--- src/rtl/demux1to16_tdm_pkg.sv ---
// Shared constants and FSM state type for the 1:16 TDM demultiplexer.
// Imported by the top and the decoder sub-module.
package demux1to16_tdm_pkg;
  localparam int NUM_CH = 16;
  localparam int SEL_W  = 4;

  typedef enum logic [1:0] {
    IDLE    = 2'd0,
    COLLECT = 2'd1,
    DONE    = 2'd2
  } state_t;
endpackage

--- src/rtl/demux1to16_tdm_demux1to4.sv ---
// Combinational 1:4 demultiplexer of an enable.
// Ports: i_en enable in, i_sel 2-bit select, o_y one-hot enables out.
module demux1to4 (
  input  logic       i_en,
  input  logic [1:0] i_sel,
  output logic [3:0] o_y
);
  always_comb begin
    o_y = 4'b0000;
    if (i_en) begin
      unique case (i_sel)
        2'd0: o_y = 4'b0001;
        2'd1: o_y = 4'b0010;
        2'd2: o_y = 4'b0100;
        2'd3: o_y = 4'b1000;
        default: o_y = 4'b0000;
      endcase
    end
  end
endmodule

--- src/rtl/demux1to16_tdm.sv ---
// Serial-to-16-lane TDM frame demultiplexer with start/abort control.
// Ports: clk, rst (sync, high), start, din, din_valid in;
//   y frame, ch next channel, busy, frame_done, abort out.
module demux1to16_tdm
  import demux1to16_tdm_pkg::*;
#(
  parameter bit REVERSE = 1'b0
) (
  input  logic                  clk,
  input  logic                  rst,
  input  logic                  start,
  input  logic                  din,
  input  logic                  din_valid,
  output logic [NUM_CH-1:0]     y,
  output logic [SEL_W-1:0]      ch,
  output logic                  busy,
  output logic                  frame_done,
  output logic                  abort
);
  localparam logic [SEL_W-1:0] CH_LAST =
    SEL_W'(NUM_CH - 1);

  state_t            r_state;
  state_t            w_state_nxt;
  logic [SEL_W-1:0]  r_ch;
  logic [SEL_W-1:0]  w_lane;
  logic [NUM_CH-1:0] r_shadow;
  logic [NUM_CH-1:0] r_y;
  logic [NUM_CH-1:0] w_we;
  logic [NUM_CH-1:0] w_shadow_wr;
  logic [3:0]        w_l1;
  logic              r_done;
  logic              r_abort;
  logic              w_acc;
  logic              w_last;
  logic              w_restart;
  logic              w_done_nxt;
  logic              w_abort_nxt;

  // start inside COLLECT wins over any beat in the same cycle
  assign w_restart = (r_state == COLLECT) && start;
  assign w_acc     = (r_state == COLLECT) && din_valid && !start;
  assign w_last    = w_acc && (r_ch == CH_LAST);

  // 15-ch is the bitwise inverse of a 4-bit ch
  assign w_lane = REVERSE ? ~r_ch : r_ch;

  demux1to4 u_l1 (
    .i_en  (w_acc),
    .i_sel (w_lane[3:2]),
    .o_y   (w_l1)
  );

  for (genvar g = 0; g < 4; g++) begin : g_l2
    demux1to4 u_l2 (
      .i_en  (w_l1[g]),
      .i_sel (w_lane[1:0]),
      .o_y   (w_we[4*g +: 4])
    );
  end

  assign w_shadow_wr =
    (r_shadow & ~w_we) | (w_we & {NUM_CH{din}});

  always_ff @(posedge clk) begin
    if (rst) r_state <= IDLE;
    else     r_state <= w_state_nxt;
  end

  always_comb begin
    w_state_nxt = r_state;
    unique case (r_state)
      IDLE:    if (start) w_state_nxt = COLLECT;
      COLLECT: if (w_last) w_state_nxt = DONE;
      DONE:    w_state_nxt = start ? COLLECT : IDLE;
      default: w_state_nxt = IDLE;
    endcase
  end

  always_comb begin
    w_done_nxt  = w_last;
    w_abort_nxt = w_restart;
  end

  always_ff @(posedge clk) begin
    if (rst) begin
      r_ch     <= '0;
      r_shadow <= '0;
      r_y      <= '0;
      r_done   <= 1'b0;
      r_abort  <= 1'b0;
    end else begin
      r_done  <= w_done_nxt;
      r_abort <= w_abort_nxt;
      if (start) begin
        r_ch     <= '0;
        r_shadow <= '0;
      end else if (w_acc) begin
        r_ch     <= r_ch + 1'b1;
        r_shadow <= w_shadow_wr;
        if (w_last) r_y <= w_shadow_wr;
      end
    end
  end

  assign y          = r_y;
  assign ch         = r_ch;
  assign busy       = (r_state == COLLECT);
  assign frame_done = r_done;
  assign abort      = r_abort;
endmodule

--- config.mk ---
export PLATFORM = sky130hd
export DESIGN_NAME = demux1to16_tdm
export DESIGN_NICKNAME = d
export VERILOG_FILES = /design/src/rtl/demux1to16_tdm_pkg.sv /design/src/rtl/demux1to16_tdm_demux1to4.sv /design/src/rtl/demux1to16_tdm.sv
export SDC_FILE = /design/constraint.sdc
export NUM_CORES = 1
export LEC_CHECK = 0
export CAP_MARGIN = 0
export CORE_MARGIN = 10
export CORE_UTILIZATION = 39
export DETAILED_ROUTE_END_ITERATION = 16
export GPL_TIMING_DRIVEN = 0
export PLACE_DENSITY = 0.64
export SLEW_MARGIN = 20
export SYNTH_ARGS = -nofsm -noshare
export SYNTH_HDL_FRONTEND = slang
export SYNTH_SLANG_ARGS = --single-unit
--- constraint.sdc ---
create_clock -name clk -period 3.1 [get_ports clk]
set_input_delay 0.62 -clock clk [delete_from_list [all_inputs] [get_ports clk]]
set_output_delay 0.62 -clock clk [all_outputs]
set_load 0.01 [all_outputs]
### Word-level counts from Yosys, hierarchy flattened

Index checks and enable logic that the tools add are counted.

| word-level totals | value |
|---|---|
| bits in registers | 40 |
| logic and storage cells | 45 |

| operators by class | value |
|---|---|
| add/sub/neg operators | 1 |
| eq/ne operators | 11 |
| muxes and demuxes | 11 |
| bitwise operators | 5 |
| reductions and logical operators | 11 |

Operators by type and width:

| kind | number |
|---|---|
| 16-bit AND | 2 |
| 4-bit one-hot mux with 4 select lines | 2 |
| 4-bit two-way mux | 5 |
| 16-bit inverter | 1 |
| 16-bit bitwise OR | 1 |
| 2-bit equality test (second input constant) | 5 |
| 2-bit by 1-bit equality test with 1-bit output (second input constant) | 3 |
| 2-bit zero test | 3 |
| 2-bit one-hot mux with 3 select lines | 1 |
| 4-bit by 1-bit adder with 4-bit output (second input constant) | 1 |
| 4-bit equality test (second input constant) | 1 |
| 1-bit logical AND | 4 |
| 2-bit two-way mux | 2 |
| 3-bit AND reduction | 1 |
| 2-bit by 1-bit inequality test with 1-bit output (second input constant) | 1 |
| 2-bit inequality test (second input constant) | 1 |
| 2-bit AND reduction | 1 |
| 2-bit OR reduction | 1 |
| 1-bit zero test | 1 |
| 1-bit two-way mux | 1 |
| 1-bit inverter | 1 |

### Logic depth before layout (Yosys ltp)

| depth | value |
|---|---|
| depth in word-level cells | 8 |
| depth in mapped cells | 6 |
| mapped depth without buffers | 4 |

### Cells and area by module

From an unflattened synthesis, not the netlist that was laid out.

| unflattened totals | value |
|---|---|
| cell total of the unflattened synthesis | 205 |
| area, all modules | 1868.0 um^2 |

By module, submodules not included:

| module | times used | cells an instance | area an instance (um^2) |
|---|---|---|---|
| demux1to16_tdm | 1 | 185 | 1680.4 |
| demux1to4 | 5 | 4 | 37.5 |

### Worst setup path before layout

OpenSTA, ideal clock, no wires.

| timing | value |
|---|---|
| path kind | input port to flip-flop |
| start | input port start |
| end | register r_ch[3] (netlist: ch[3]) |
| setup time | 0.070 ns |
| arrival | 1.477 ns |
| required time | 3.030 ns |
| path slack | 1.553 ns |
| stages on the path | 4 |
| path buffers | 1 |
| cells stage by stage | buf_2 -> nand4bb_4 -> or3_1 -> a21oi_1 |

| on the way | value |
|---|---|
| cells in the longest elaborated chain, start to end | 2 |

RTL lines:

| item | RTL line | text |
|---|---|---|
| start: declaration | demux1to16_tdm.sv:11 | `input logic start,` |
| 1-bit zero test | demux1to16_tdm.sv:42 | `assign w_acc = (r_state == COLLECT) && din_valid && !start;` |
| 1-bit logical AND | demux1to16_tdm.sv:42 |  |
| end signal: assignment | demux1to16_tdm.sv:99 | `r_ch <= r_ch + 1'b1;` |
| end: declaration | demux1to16_tdm.sv:25 | `logic [SEL_W-1:0] r_ch;` |

Parallel ways exist; a longest one is shown, timed or not.
A chain may end at the register's enable or synchronous reset.

### Worst setup path after layout

| timing | value |
|---|---|
| start | register r_state[0] |
| end | output port busy |

| on the way | value |
|---|---|
| cells in the longest elaborated chain, start to end | 1 |

RTL lines:

| item | RTL line | text |
|---|---|---|
| start: declaration | demux1to16_tdm.sv:23 | `state_t r_state;` |
| start signal: assignment | demux1to16_tdm.sv:67 | `else r_state <= w_state_nxt;` |
| 2-bit by 1-bit equality test with 1-bit output | demux1to16_tdm.sv:108 | `assign busy = (r_state == COLLECT);` |
| end: declaration | demux1to16_tdm.sv:16 | `output logic busy,` |

Every way passes these cells.

==> run summary <==
min cycle time layout: 2.25 ns
antenna viol nets, final: 0
maximum fanout along the worst path: 9
largest net degree at the start of global routing: 14
Final Hold Fails: 0
Max-slew headroom: 67.8%
FP Rows: 24
GR Overflow Total: 0
clock-pin slew of the registers on the worst-case setup and hold paths: 0.08 ns
Switching Fraction: 22.9%
WHS: 0.466 ns
Yosys cell types: 28
CTS tree: built
Final TNS setup: 0 ns
crit start category: register
Syn Area/Cell: 9.14 µm²
Critical Path RT: 2.48 ns
number of nets in the layout: 235
Seq/Total Area, Yosys: 45.6%
layout cells sized above 1: 9.73%
fillers: 452
setup repair bufs after CTS: 0
# diodes: 0
WS Path Type: register to output pin
clk sinks: 40
starting density of the core: 40.3%
CP arrival: 1.63 ns
hold buffers post-CTS: 0
GR Layer Usage met2: 16.3%
Detailed Route Iter0 Violations: 47
maximum capacitance violations: 0
first-pass GRT wire length: 6.99 mm
CP max stage delay: 0.57 ns
Die Height: 87.1 µm
crit path cell chain: nor2b_1 > clkdlybuf4s50_1
drt pass-1 iters: 4
Synth area leader: dfxtp_1
Worst Max-Slew Pin Slew: 0.482 ns
number of standard cells after synthesis: 192
area occupied by multi-input gates: 877 µm²
Crit-path slowest cell: clkdlybuf4s50_1
power density over cell area: 458 nW/µm²
vias per cell: 5.21
FF/Latch Area: 801 µm²
vias in the first global route: 1416
Int Pwr: 774 µW
outcome: completed
Layout Utilization: 50.3%
I/O pin count: 28
Overall Global Routing Usage: 11.5%
CTS Buf Count: 5
flops & latches, synth: 40
GRT met3 Usage: 4.68%
wirelength, routed: 4.02 mm
maximum vdd drop: 0.000219 V
DR vias: 1447
Syn-to-layout area delta: 24.9%
post-synth top area share: 45.6%
met1 Use GR: 14.8%
DIE AREA: 7580 µm²
DR DRC count: 0
hold crit path type: register to register
Achievable Freq: 444 MHz
delay-heaviest family, CP: buffers and inverters
fin. max-slew vios: 0
synth top area cells: dfxtp_1 46%, mux2i_1 11%, nand3_1 8.3%
# setup viols final: 0
RSZ-0062 raised after global routing: no
clock latency at the later pin of the worst-skew pair: 0.30 ns
CTS Root Cell: clkbuf_8
combinational share of power: 4.8%
Post-DP HPWL: 2.88 mm
initial antenna violation count: 0
Clk pwr share: 43.4%
min-delay src: r_shadow[6]
Worst Path Buf+Inv: 1
mapped cell area: 1760 µm²
RePlAce Congestion: 0.794
sw power: 230 µW
yosys warns: 0
post-CTS sizing: 0
Final period util: 72.7%
Synthesized Nets: 202
element type at the critical path end: output pin
WL/cell: 14.5 µm
Worst Clk Skew: 0.00864 ns
Die W: 87.1 µm
busiest grt layer: met2
Setup crit start: r_state[0]
Worst R2R Start: ch[0]
total leakage power: 0.000841 µW
port bufs: 26
H-tree lvl count: 2
sequential power share: 51.8%
core area: 4350 µm²
CTS Buffer Depth: 2
==> synth_stat cells <==
master / number
nand4b_1: 1
o21ai_0: 14
inv_1: 4
ha_1: 5
nor2_2: 1
and3b_1: 3
nand4bb_4: 1
buf_4: 3
nand3b_1: 1
buf_2: 5
dfxtp_1: 40
nand3_1: 29
and4b_1: 1
or3_1: 2
nor3b_2: 2
mux2i_1: 20
a31o_2: 1
and3_1: 1
nor4bb_1: 1
nand2_1: 22
a211oi_1: 4
clkbuf_1: 3
nor3b_1: 1
nor2_1: 3
buf_1: 1
or2_2: 1
nor2b_1: 2
a21oi_1: 20
==> cells by family (layout without fill, tap and decap cells) <==
family,Yosys count,count (layout),synth area share [%]
buf+inv,16,50,4.42
fa+ha+maj,5,5,3.56
mux,20,20,11.4
flops,40,40,45.6
compound gates,39,39,11.9
simple gates,72,72,23.1
==> per-layer routing <==
metal,up-vias,wire (µm)
li1,743,-
met4,0,77
met3,7,253
met5,-,0
met1,673,1980
met2,24,1710
==> tightest hold or removal path: stages (launching register included) <==
cell     delay (ns)
dfxtp_1        0.32
nand2_1        0.05
mux2i_1        0.05
==> cell type report <==
cell class	count	share of cell area (%)
well taps	52	2.97
flip-flops and latches	40	36.5
plain buffers	12	2.85
clock buffers	5	3.14
clock inverters	3	1.94
repair buffers	26	11.9
multi-input cells	136	40.0
inverters	4	0.685
==> sequential cells by signal, summed over array words and instances, names as in the netlist <==
name	flops
ch	4
r_shadow	16
frame_done	1
y	16
r_state	2
abort	1
==> cells in the final DEF, fill, tap and decap left out, drive strengths merged, types with 5 or more instances in the layout <==
master,n
ha,5
buf,9
a21oi,20
dfxtp,40
o21ai,14
nand2,22
nand3,29
clkdlybuf4s50,26
clkbuf,8
mux2i,20
==> power by group through the flow <==
stage / clock network, µW / registers, µW / logic [µW]
floorplan: 0 / 532 / 29.2
global placement: 0 / 532 / 47.5
detailed placement: 0 / 532 / 47.6
CTS: 444 / 520 / 47.8
global route: 461 / 521 / 53.0
finish: 436 / 520 / 47.8
==> through the flow <==
stage	cells	area [µm²]	setup WS, ns	power [µW]
2_1_floorplan	192	1760	1.55	561
3_3_place_gp	270	2080	0.900	580
3_5_place_dp	270	2080	0.870	580
4_1_cts	278	2190	0.836	1010
5_1_grt	278	2190	0.764	1030
6_report	278	2190	0.847	1000
==> final timing paths <==
path                  to  slack [ns]  cells past startpoint
min reg2reg  r_shadow[6]        0.47                      2
max                 busy        0.85                      2
min          r_shadow[6]        0.47                      2
max reg2reg         y[7]        1.55                      6
Note: power is estimated with default switching activity, not from simulation.
==> edit: new RTL, same settings <==
Encoding of `state_t`: now one-hot (3 bits for 3 states).
--- a/src/rtl/demux1to16_tdm_pkg.sv
+++ b/src/rtl/demux1to16_tdm_pkg.sv
@@ -4,10 +4,10 @@
   localparam int NUM_CH = 16;
   localparam int SEL_W  = 4;
 
-  typedef enum logic [1:0] {
-    IDLE    = 2'd0,
-    COLLECT = 2'd1,
-    DONE    = 2'd2
+  typedef enum logic [2:0] {
+    IDLE    = 3'b001,
+    COLLECT = 3'b010,
+    DONE    = 3'b100
   } state_t;
 endpackage
 
Formal check against the unedited RTL: same outputs for any inputs over 10 cycles, from zero or initial values and one cycle with rst high; not proved beyond that.
==> edit against the unedited design <==
- total power decreased by 7.9%
- clock power down 19%
- register-to-register slack worse by 0.25 ns
- sequential cell count up 1
- design area up 2.3%
- synthesized area up 4.3%
- wire length shrank 2.3%
- worst setup slack worse by 0.40 ns
==> edit: results (changes against the unedited design) <==
status finished, final reports clean (unchanged); Ant. Diodes 0 (unchanged); Async S/R FF share, synth 0% (unchanged); Cells after Synth 187 (was 192); Avg WL per Cell 14.4 µm (was 14.5 µm); Arrival @ worst endpoint 2.04 ns (was 1.63 ns); Tot GR Track Use 10.8% (was 11.5%); Synth area leaders dfxtp_1, mux2i_1, a211oi_2, nor2_1, ha_1 (was dfxtp_1, mux2i_1, nand3_1, a21oi_1, nand2_1); Initial DRC Count 72 (was 47); worst setup skew after layout 0.00680 ns (was 0.00864 ns); final-stage net count 230 (was 235); CP max-delay cell clkdlybuf4s50_1 (unchanged); Hold WC Path Type flop to flop (unchanged); CTS Root Cell clkbuf_8 (unchanged); Synthesized Nets 197 (was 202); CP Capture Type output port (unchanged); I/O Buffers 26 (unchanged); Clk Latency, worst-skew pair 0.29 ns; Critical Path Fanout Max 10 (was 9); Crit path largest cell delay 0.54 ns (was 0.57 ns); Post-DP HPWL 2.84 mm (was 2.88 mm); CTS buffer count 5 (unchanged); largest net degree at the start of global routing 12 (was 14); Int Pwr 0.719 mW (was 0.774 mW); YS warnings 0 (unchanged); Least-Margin Pin Slew 0.705 ns (was 0.482 ns); vias 1422 (was 1447); cell area after placement 2160 µm² (was 2080 µm²); DR vias/cell 5.23 (was 5.21); Commonest cells post-synth dfxtp_1, nor2_1, mux2i_1 (was dfxtp_1, nand3_1, nand2_1); Pleak 0.786 nW (was 0.841 nW); CTS HTree Levels 2 (unchanged); delay-heaviest family, CP buffers and inverters (unchanged); initial antenna violation count 0 (unchanged); Placer Congestion 0.865 (was 0.794); Post-route DRC 0 (unchanged); hold path cells 2 (unchanged); post-CTS sizing 0 (unchanged); clock-pin slew on the worst setup and hold paths 0.08 ns (about the same); post-synthesis sequential area ratio 44.8% (was 45.6%); VDD IR max 0.260 mV (was 0.219 mV); Synth cell types 31 (was 28); vias in the first global route 1368 (was 1416); Synth Flop Type dfxtp_1 (unchanged); Pre-Repair DR Iteration Count 4 (unchanged); clock buffer depth 2 (unchanged); layout cells sized above 1 12.3% (was 9.73%); post-CTS setup buffer count 0 (unchanged); global-route wire length before repair 6.56 mm (was 6.99 mm); R2R depth 5 (was 6)
## edit: cell types whose count changed after synthesis, sizes merged, moves of 12 or more
cell	unedited run	this run
nor2	4	39
nand3	29	6
nand2	22	2
a21oi	20	3
a211oi	4	16
o21ai	14	2
## edit: worst min-delay path, cell delays in order, from the launching register on
cell     delay (ns)
dfxtp_1        0.33
mux2i_1        0.06
nor2_1         0.07
## edit: worst paths after layout
path                      from  slack, ns            to
setup reg to reg    r_state[1]       1.30         y[15]
hold reg to reg   r_shadow[14]       0.50  r_shadow[14]
setup / recovery    r_state[1]       0.44          busy
hold / removal    r_shadow[14]       0.50  r_shadow[14]
## edit: layout make-up
type                    count  area (µm²)
plain buffers              14        71.3
clock buffers               7        86.3
fillers                   416        2200
multi-input cells         127         920
well taps                  52        65.1
flip-flops and latches     41         821
inverters                   5        18.8
repair buffers             26         260
## edit: kinds of logic after synthesis
family                     count (synthesis)  share of synthesized area (%)
adders and majority gates                  5                           3.42
xor gates and xnor gates                   3                           1.44
muxes                                     20                           10.9
DFF                                       41                           44.8
AOI/OAI and AO/OA                         23                           12.5
and+or+nand+nor                           76                           21.9
buffers and inverters                     19                           4.92
## edit: metal layers
metal	part of all wire (%)	track usage, %
met2	46	17.0
met3	6.8	4.50
met5	0	0
met1	46	12.2
met4	2.0	5.87
## edit: per-stage QoR
step | setup WS (ns) | total power [mW]
floorplan | 1.33 | 0.570
global placement | 0.589 | 0.584
detailed placement | 0.586 | 0.585
CTS | 0.444 | 0.936
global route | 0.366 | 0.962
finish | 0.442 | 0.926
## edit: power by group through the flow
stage	registers (mW)	logic (mW)	clock network (mW)
final	0.531	0.0409	0.354
after global routing	0.531	0.0458	0.385
after CTS	0.531	0.0414	0.363
after detailed placement	0.543	0.0412	0
after global placement	0.543	0.0408	0
after floorplan	0.543	0.0271	0
